`src/rtl/axis_frame_gen.sv`:
```
// AXI-Stream frame generator: emits counted frames of (seed + frame + beat) data
// with tlast on the final beat and tuser marking bad frames.
module axis_frame_gen #(
    parameter int DATA_WIDTH = 8,
    parameter int USER_WIDTH = 1,
    parameter int LEN_WIDTH  = 16
) (
    input  logic                  clk,
    input  logic                  rst,
    input  logic                  cfg_start,
    input  logic [LEN_WIDTH-1:0]  cfg_len,
    input  logic [DATA_WIDTH-1:0] cfg_seed,
    input  logic [LEN_WIDTH-1:0]  cfg_gap,
    input  logic [LEN_WIDTH-1:0]  cfg_count,
    input  logic                  cfg_bad,
    input  logic                  cfg_stop,
    output logic [DATA_WIDTH-1:0] m_axis_tdata,
    output logic                  m_axis_tvalid,
    input  logic                  m_axis_tready,
    output logic                  m_axis_tlast,
    output logic [USER_WIDTH-1:0] m_axis_tuser,
    output logic                  busy,
    output logic                  done,
    output logic [LEN_WIDTH-1:0]  frames_sent,
    output logic [1:0]            dbg_state_o
);

    typedef enum logic [1:0] {
        ST_IDLE = 2'd0,
        ST_SEND = 2'd1,
        ST_GAP  = 2'd2
    } state_e;

    state_e                state_q, state_d;
    logic [LEN_WIDTH-1:0]  len_q, len_d;
    logic [LEN_WIDTH-1:0]  gap_q, gap_d;
    logic [LEN_WIDTH-1:0]  count_q, count_d;
    logic [DATA_WIDTH-1:0] seed_q, seed_d;
    logic                  bad_q, bad_d;
    logic [LEN_WIDTH-1:0]  beat_q, beat_d;
    logic [LEN_WIDTH-1:0]  gap_cnt_q, gap_cnt_d;
    logic [LEN_WIDTH-1:0]  frames_q, frames_d;
    logic                  stop_seen_q, stop_seen_d;
    logic                  done_q, done_d;

    logic                  last_beat;
    logic                  handshake;
    logic [LEN_WIDTH-1:0]  frames_inc;

    // Valid/ready: a beat transfers on a rising edge where tvalid && tready;
    // while tvalid is high and tready low, tdata/tlast/tuser hold and tvalid never drops.
    assign last_beat  = (beat_q == len_q - LEN_WIDTH'(1));
    assign handshake  = m_axis_tvalid && m_axis_tready;
    assign frames_inc = frames_q + LEN_WIDTH'(1);

    always_ff @(posedge clk or negedge rst) begin
        if (!rst) begin
            state_q     <= ST_IDLE;
            len_q       <= '0;
            gap_q       <= '0;
            count_q     <= '0;
            seed_q      <= '0;
            bad_q       <= 1'b0;
            beat_q      <= '0;
            gap_cnt_q   <= '0;
            frames_q    <= '0;
            stop_seen_q <= 1'b0;
            done_q      <= 1'b0;
        end else begin
            state_q     <= state_d;
            len_q       <= len_d;
            gap_q       <= gap_d;
            count_q     <= count_d;
            seed_q      <= seed_d;
            bad_q       <= bad_d;
            beat_q      <= beat_d;
            gap_cnt_q   <= gap_cnt_d;
            frames_q    <= frames_d;
            stop_seen_q <= stop_seen_d;
            done_q      <= done_d;
        end
    end

    always_comb begin
        state_d     = state_q;
        len_d       = len_q;
        gap_d       = gap_q;
        count_d     = count_q;
        seed_d      = seed_q;
        bad_d       = bad_q;
        beat_d      = beat_q;
        gap_cnt_d   = gap_cnt_q;
        frames_d    = frames_q;
        stop_seen_d = stop_seen_q;
        done_d      = 1'b0;

        case (state_q)
            ST_IDLE: begin
                if (cfg_start) begin
                    // A zero length still yields a single-beat frame.
                    len_d    = (cfg_len == '0) ? LEN_WIDTH'(1) : cfg_len;
                    gap_d    = cfg_gap;
                    count_d  = cfg_count;
                    seed_d   = cfg_seed;
                    bad_d    = cfg_bad;
                    beat_d   = '0;
                    frames_d = '0;
                    if (cfg_count == '0) begin
                        done_d = 1'b1;
                    end else begin
                        state_d = ST_SEND;
                    end
                end
            end
            ST_SEND: begin
                if (handshake) begin
                    if (last_beat) begin
                        frames_d = frames_inc;
                        beat_d   = '0;
                        if ((frames_inc == count_q) || cfg_stop) begin
                            state_d = ST_IDLE;
                            done_d  = 1'b1;
                        end else if (gap_q != '0) begin
                            state_d     = ST_GAP;
                            gap_cnt_d   = '0;
                            stop_seen_d = 1'b0;
                        end
                    end else begin
                        beat_d = beat_q + LEN_WIDTH'(1);
                    end
                end
            end
            ST_GAP: begin
                stop_seen_d = stop_seen_q | cfg_stop;
                if (gap_cnt_q == gap_q - LEN_WIDTH'(1)) begin
                    if (stop_seen_q || cfg_stop) begin
                        state_d = ST_IDLE;
                        done_d  = 1'b1;
                    end else begin
                        state_d = ST_SEND;
                    end
                end else begin
                    gap_cnt_d = gap_cnt_q + LEN_WIDTH'(1);
                end
            end
            default: begin
                state_d = ST_IDLE;
            end
        endcase
    end

    // The completed-frame count doubles as the index of the frame being sent.
    assign m_axis_tvalid = (state_q == ST_SEND);
    assign m_axis_tlast  = m_axis_tvalid && last_beat;
    assign m_axis_tdata  = m_axis_tvalid
                         ? (seed_q + DATA_WIDTH'(frames_q) + DATA_WIDTH'(beat_q))
                         : '0;
    assign m_axis_tuser  = (m_axis_tlast && bad_q) ? {USER_WIDTH{1'b1}} : '0;
    assign busy          = (state_q != ST_IDLE);
    assign done          = done_q;
    assign frames_sent   = frames_q;
    assign dbg_state_o   = state_q;

endmodule

```
`config.mk`:
```
export PLATFORM = sky130hd
export DESIGN_NAME = axis_frame_gen
export DESIGN_NICKNAME = d
export VERILOG_FILES = /design/src/rtl/axis_frame_gen.sv
export SDC_FILE = /design/constraint.sdc
export NUM_CORES = 1
export LEC_CHECK = 0
export CORE_MARGIN = 5
export CORE_UTILIZATION = 56
export DETAILED_ROUTE_END_ITERATION = 10
export GPL_ROUTABILITY_DRIVEN = 0
export PLACE_DENSITY_LB_ADDON = 0.1
export SYNTH_ARGS = -nofsm -noshare
export SYNTH_HDL_FRONTEND = slang
export SYNTH_SLANG_ARGS = --single-unit
```
`constraint.sdc`:
```
create_clock -name clk -period 5.05 [get_ports clk]
set_input_delay 1.515 -clock clk [delete_from_list [all_inputs] [get_ports clk]]
set_output_delay 1.515 -clock clk [all_outputs]
set_load 0.03 [all_outputs]
```
## Word-level counts from Yosys, hierarchy flattened

Index checks and enable logic that the tools add are counted.
Widths: inputs -> output; s select.

- Flip-flop bits (word level): 109
- Input bits: 62
- Output and inout bits: 31
- Logic and storage cells: 89

- Add/subtract/negate cells: 7
- Equal/unequal tests: 14
- Multiplexer cells: 38
- Bitwise gates (word level): 1
- Reductions and logical operators: 18

Operators with widths:

| kind | number |
|---|---|
| $mux 16 | 11 |
| $pmux 16 s2 | 3 |
| $add 16x1->16 const B | 3 |
| $eq 16x16->1 | 3 |
| $logic_not 16->1 | 2 |
| $sub 16x1->16 const B | 2 |
| $add 8x8->8 | 2 |
| $reduce_bool 16->1 | 1 |
| $mux 2 | 7 |
| $mux 1 | 13 |
| $reduce_and 6->1 | 2 |
| $ne 2x2->1 const B | 5 |
| $mux 8 | 1 |
| $ne 2x1->1 const B | 3 |
| $pmux 2 s3 | 1 |
| $reduce_bool 2->1 | 3 |
| $reduce_and 5->1 | 1 |
| $reduce_and 4->1 | 1 |
| $logic_and 1x1->1 | 3 |
| $ne 3x1->1 const B | 1 |
| $pmux 1 s3 | 1 |
| $reduce_and 3->1 | 1 |
| $eq 2x1->1 const B | 1 |
| $eq 2x2->1 const B | 1 |
| 5 further kinds | 6 |

## Longest topological paths before layout

Gate-level depths: netlist (run 1).

- Depth after elaboration: 7
- Gate-level depth with buffers: 13
- Gate-level depth less buffers: 10

## Worst setup path before layout (run 1)

OpenSTA, ideal clock, no wires.

- Kind: register -> output
- Start point: register len_q[0]
- End point: output m_axis_tuser
- Arrival: 2916 ps
- Slack: 619 ps
- Stages on the path, launching flop included: 12
- Path buffers: 3
- Cells stage by stage: dfrtp_1 -> inv_1 -> ha_1 -> or4b_4 -> buf_6 -> nor4_4 -> xnor2_1 -> or4_4 -> a2111oi_4 -> buf_6 -> buf_4 -> and3_1

- Cells in the longest elaborated chain, start to end: 5

Ends and longest elaborated chain:

| item | line | source |
|---|---|---|
| from (decl) | 35 | `logic [LEN_WIDTH-1:0] len_q, len_d;` |
| from (signal assigned) | 71 | `len_q <= len_d;` |
| $sub 16x1->16 | 52 | `assign last_beat = (beat_q == len_q - LEN_WIDTH'(1));` |
| $eq 16x16->1 | 52 |  |
| $logic_and 1x1->1 | 154 | `assign m_axis_tlast = m_axis_tvalid && last_beat;` |
| $logic_and 1x1->1 | 158 | `assign m_axis_tuser = (m_axis_tlast && bad_q) ? {USER_WIDTH{1'b1}} : '0;` |
| $mux 1 | 158 |  |
| to (decl) | 21 | `output logic [USER_WIDTH-1:0] m_axis_tuser,` |

No other way between the ends.

## Final worst setup path (run 1)

- Start point: register frames_q[1], in the netlist frames_sent[1]
- End point: output m_axis_tdata[5]

- Cells in the longest elaborated chain, start to end: 3

Ends and longest elaborated chain:

| item | line | source |
|---|---|---|
| from (decl) | 42 | `logic [LEN_WIDTH-1:0] frames_q, frames_d;` |
| from (signal assigned) | 78 | `frames_q <= frames_d;` |
| $add 8x8->8 (2 in a row) | 156 | `? (seed_q + DATA_WIDTH'(frames_q) + DATA_WIDTH'(beat_q))` |
| $mux 8 | 156 |  |
| to (decl) | 17 | `output logic [DATA_WIDTH-1:0] m_axis_tdata,` |

No other way between the ends.

==> results_dict.tcl, run 1 <==
set metrics [dict create \
    wl_per_cell_microns 18.28 \
    synth_mux_area_share_pct 8.922 \
    min_from "gap_cnt_q[9]" \
    postSynthCellCount 737 \
    cts-root-buf "clkbuf_16" \
    die_h_microns 122.5 \
    synth-compound-area-share_pct 14.29 \
    routed-via-count 6027 \
    synth_warnings 0 \
    final_cells 986 \
    grt_pass1_vias 6022 \
    synth_area_leaders "dfrtp_1 39%, mux2_2 7.8%, xnor2_1 5.3%" \
    holdWs_ps 514.2 \
    min_path_cells 1 \
    grt_use_total_pct 25.28 \
    clk_pin_slew_ps 70 \
    cp_top_family "adder cells" \
    cpPeakStageDelay_ps 680 \
    crit_path_start "frames_sent[1]" \
    rsz0062_at_grt "false" \
    hold_buffers 0 \
    clk_latency_ps 360 \
    dieWidth_microns 122.5 \
    skew_ps 10.43 \
    antenna_cells 0 \
    path_buf_inv 1 \
    portBuffers 92 \
    finalSetupViolCount 0 \
    gr-total-overflow 0 \
    htree_levels 3 \
    synth_area_per_cell_sq_um 9.609 \
    drt-total-wl_microns 18030 \
    worst-path-stages 8 \
    drt.antenna.violating_nets 0 \
    fin_crit_sh_pct 95.47 \
    cts_tree "built" \
    ys_types 77 \
    synthMostInstantiatedCell "dfrtp_1" \
    drtIter0Drc 472 \
    fp.dieArea_sq_um 15000 \
    hold_viol 0 \
    syn_area_sq_um 7082 \
    cts_setup_buffers 0 \
    fmax_ghz 0.2074 \
    synth_top_family_by_area "simple AND/OR/NAND/NOR gates" \
    synth_edf_count 0 \
    core-area_sq_um 12520 \
    grt_max_degree 67 \
    ios 93 \
    crit_arrival_ps 3310 \
    drc 0 \
    synth_seq_cells 109 \
    path_common_cell "fa_1" \
    p_leak_nw 3.506 \
    clock_sink_count 109 \
    setup_tns_ps 0 \
    hp-class "flop to flop" \
    reg2reg_from "len_q[0]" \
    dp_cells 971 \
    max-clock-path-buffers 2 \
    antenna_found_initial 0 \
    synthSimpleGateAreaFrac_pct 20.65 \
    ys_seq_area_share_pct 38.52 \
    drv_cap 0 \
    slew_headroom_pct 46.18 \
    syn-num-nets 818 \
    crit_chain "fa_1 -> ha_1 -> fa_1 -> a21o_1 -> a21oi_1 -> xnor2_1 -> nor2_1 -> clkdlybuf4s50_1" \
    min_period_ps 4821 \
    ys.flop_type "dfrtp_1" \
    p_per_area_nw_per_um2 570.9 \
    required_ps 3540 \
    r2r_cells 11 \
    cts_buffers 9 \
    synth_top_area_share_pct 38.52 \
    fin_nets 891 \
    peakVddDrop_mv 0.3216 \
    tightest_slew_ps 807.4 \
    rows 41 \
    synthArstFlopShare_pct 100.0 \
    via_per_inst 6.113 \
    status "finished, final reports clean" \
    yosysTopAreaCell "dfrtp_1" \
    path_class "flop to output port" \
    grt_pass1_wl_microns 30040 \
    yosys.area_share.adder_pct 4.205 \
    start_kind "flop" \
    drt_first_pass_iters 5 \
    start_util_pct 56.58 \
    ff2ff_setup_slack_ps 1220 \
    synth_xor_area_share_pct 9.276 \
    crit_slowest_cell "clkdlybuf4s50_1" \
    crit_path_max_fanout 6 \
    critPathCaptureType "output port" \
    drive_gt1_share_pct 11.67 \
    yosys-top-cells-count "109 x dfrtp_1, 50 x nor2_1, 49 x mux2_2" \
    slew_violations 0 \
    dp_hpwl_microns 13600 \
    areaGrowthSynthToFinish_pct 18.30 \
]
-- area by class of cell --
cell class / count / area, sq um
inverter: 29 / 108.9
timing repair buffer: 100 / 972.2
multi-input combinational: 561 / 4069
fill: 1061 / 4139
clock buffer: 12 / 266.5
sequential: 109 / 2728
tap: 172 / 215.2
clock inverter: 3 / 18.77
-- metal layers --
metal	vias to the layer above	routed length, microns	share of wire, %	global-route usage [%]
li1	2854	-	-	-
met1	2950	7982	44	33.92
met2	180	8614	48	41.39
met3	43	882	4.9	3.364
met4	0	547	3.0	10.64
met5	-	0	0	0
-- worst paths after layout --
kind,to
min in group asynchronous,count_q[12]
min,gap_cnt_q[9]
max,m_axis_tdata[5]
max in group asynchronous,seed_q[7]
min reg2reg,gap_cnt_q[9]
max reg2reg,beat_q[6]
-- stage by stage --
stage	area [sq um]	utilization [%]	power, mW	setup WS, ps
after floorplan	7082	-	3.294	619.4
after global placement	8094	64.66	4.004	481.5
after detailed placement	8094	64.66	4.113	380.6
after CTS	8378	66.93	4.795	197.3
after global routing	8378	66.93	5.113	110.0
final	8378	66.93	4.783	228.7
-- report_power, final --
group / internal, mW / leakage, nW / switching, mW / total [mW]
registers: 1.14 / 1.30 / 0.413 / 1.55
clock network: 0.373 / 0.145 / 0.322 / 0.695
logic: 1.17 / 2.06 / 1.36 / 2.53
-- cells in the final DEF (no fill, tap or decap), drive strengths merged, types with 9 or more instances in the layout --
cell type	n
nand4	19
xor2	32
clkbuf	12
a41oi	10
nor4	19
nand2	45
o22ai	10
dfrtp	109
a21oi	32
nor3	19
and2	9
nand3	32
inv	30
o21ai	30
or3	10
ha	11
and3	14
clkdlybuf4s50	88
nor2	50
xnor2	43
mux2	49
buf	11
-- worst reg2reg max path, stage by stage (launching register included) --
cell,delay [ps]
dfrtp_1,440
inv_1,80
ha_1,190
or4b_4,530
nor4b_1,350
xnor2_1,170
o211ai_1,150
a2111oi_4,470
buf_4,390
nor2_1,180
nor2_1,620
nor2_1,120
-- cell families (layout without fill, tap and decap cells) --
logic type,count (synthesis),after routing
XOR/XNOR,75,75
AO/OA/AOI/OAI,146,146
flip-flops,109,109
AND/OR/NAND/NOR,264,264
adder cells (fa/ha/maj),19,19
buffers and inverters,67,144
multiplexers,57,57
-- registers in the layout (all words and copies together), names as in the netlist --
name and cells:
bad_q 1, dbg_state_o 2, stop_seen_q 1, seed_q 8
beat_q 16, gap_q 16, count_q 16, done 1
gap_cnt_q 16, len_q 16, frames_sent 16
-- repair_timing --
item | 4_1_cts | 5_1_grt
resized for setup | 1 | 0
endpoints found under the setup margin | 1 | 0
endpoints found under the hold margin | 0 | 0
(Power assumes the default switching activity.)
==> run 2: changes to the inputs <==
Settings changed: CORE_UTILIZATION 56 to 45.
==> run 2 against run 1 <==
Effect of this change: worst hold slack worse by 14 ps; cell count is 4.5% higher; count of clock-buffer cells in the layout down 2; register-to-register slack better by 40 ps; final area rose by 0.73%; worst setup slack gained 1.9 ps; core utilization shrank 12 points; first-iteration DRC count increased by 30%; sequential power is essentially flat; non-clock buffer count rose by 4; clock power down 3.7%; critical path depth grew 2; highest routed layer unchanged.
==> results_dict.tcl, run 2 (synthesized netlist as in run 1, its figures left out) <==
set metrics [dict create \
    drv_cap 0 \
    wl_per_cell_microns 18.07 \
    drtIter0Drc 614 \
    grt_max_degree 52 \
    min_from "bad_q" \
    critPathCaptureType "output port" \
    fmax_ghz 0.2075 \
    final_cells 1030 \
    max-clock-path-buffers 2 \
    fin_crit_sh_pct 95.43 \
    fp.dieArea_sq_um 18350 \
    drc 0 \
    slew_headroom_pct 46.31 \
    crit_arrival_ps 3300 \
    peakVddDrop_mv 0.3952 \
    cts_buffers 9 \
    final_common_cell "dfrtp_1" \
    clk_pin_slew_ps 80 \
    cts_resized 1 \
    tightest_slew_ps 794.2 \
    placed_area_sq_um 8173 \
    die_h_microns 135.5 \
    grt_pass1_wl_microns 30440 \
    cts_setup_buffers 0 \
    rsz0062_at_grt "false" \
    crit_path_max_fanout 11 \
    finalSetupViolCount 0 \
    dp_cells 1014 \
    start_kind "flop" \
    drt_first_pass_iters 5 \
    start_util_pct 46.24 \
    core-area_sq_um 15310 \
    grt_use_total_pct 20.80 \
    reg2reg_from "len_q[0]" \
    worst_slack_ps 230.6 \
    drt.antenna.violating_nets 0 \
    dieWidth_microns 135.5 \
    routed-via-count 6035 \
    p_leak_nw 3.511 \
    ff2ff_setup_slack_ps 1260 \
    final_cell_mix "109 x dfrtp_1, 88 x clkdlybuf4s50_1, 49 x nor2_1, 49 x mux2_2, 44 x nand2_1" \
    areaGrowthSynthToFinish_pct 19.17 \
    clk_latency_ps 360 \
    antenna_found_initial 0 \
    gr-total-overflow 0 \
    grt_pass1_vias 5848 \
    r2r_cells 11 \
    status "finished, final reports clean" \
    min_period_ps 4819 \
    whs_endpoint "bad_q" \
    rows 45 \
    cts_tree "built" \
    dp_hpwl_microns 14060 \
    via_per_inst 5.859 \
    setup_tns_ps 0 \
    hold_viol 0 \
    path_class "flop to output port" \
    cts-root-buf "clkbuf_16" \
    antenna_cells 0 \
    hold_buffers 0 \
    min_path_cells 1 \
    drt-total-wl_microns 18610 \
    htree_levels 3 \
    clock_sink_count 109 \
    holdWs_ps 500.5 \
    fin_nets 895 \
    ios 93 \
    portBuffers 92 \
    required_ps 3540 \
    drive_gt1_share_pct 12.09 \
    dp_slack_ps 359.6 \
    timing.rr.end "beat_q[8]" \
    final_area_sq_um 8439 \
    slew_violations 0 \
    skew_ps 10.45 \
    hp-class "flop to flop" \
    p_per_area_nw_per_um2 566.3 \
]
run 2: metal layers:
layer	vias to the layer above	routed length [microns]	global-route usage, %
met5	-	0	0
met4	0	216	5.207
met3	21	1233	4.755
met2	209	8619	32.41
met1	2937	8545	29.43
li1	2868	-	-
run 2: final cells by class:
class                           instances  area [sq um]
Multi-Input combinational cell        561          4069
Fill cell                            1371          6875
Sequential cell                       109          2728
Tap cell                              211         264.0
Inverter                               29         108.9
Timing Repair Buffer                  104          1002
Clock buffer                           10         229.0
Clock inverter                          6         38.79
run 2: stage by stage:
step / total power, mW / utilization [%]
6_report: 4.779 / 55.11
5_1_grt: 5.137 / 55.11
4_1_cts: 4.820 / 55.11
3_5_place_dp: 4.152 / 53.37
3_3_place_gp: 4.088 / 53.37
2_1_floorplan: 3.294 / -
run 2: worst max-delay path, stage by stage (launching register included):
cell and delay (ps):
dfrtp_1 560, fa_1 540, ha_1 320, a21o_1 150, a21o_1 190, a21oi_1 150, nor2_1 50, nor2_1 110
xor2_1 70, nor2_1 110, clkdlybuf4s50_1 680
run 2: where the power goes:
part	switching [mW]	internal [mW]	leakage (nW)
clock	0.334	0.334	0.129
sequential	0.414	1.14	1.30
combinational	1.37	1.19	2.08
run 2: worst max-delay path by stage:
stage | start | end | slack (ps)
after global placement | frames_sent[1] | m_axis_tdata[7] | 440
after CTS | beat_q[2] | m_axis_tdata[6] | 230
after floorplan | len_q[0] | m_axis_tuser | 620
after detailed placement | frames_sent[1] | m_axis_tdata[7] | 360
after global routing | beat_q[2] | m_axis_tdata[6] | 6
final | beat_q[2] | m_axis_tdata[6] | 230
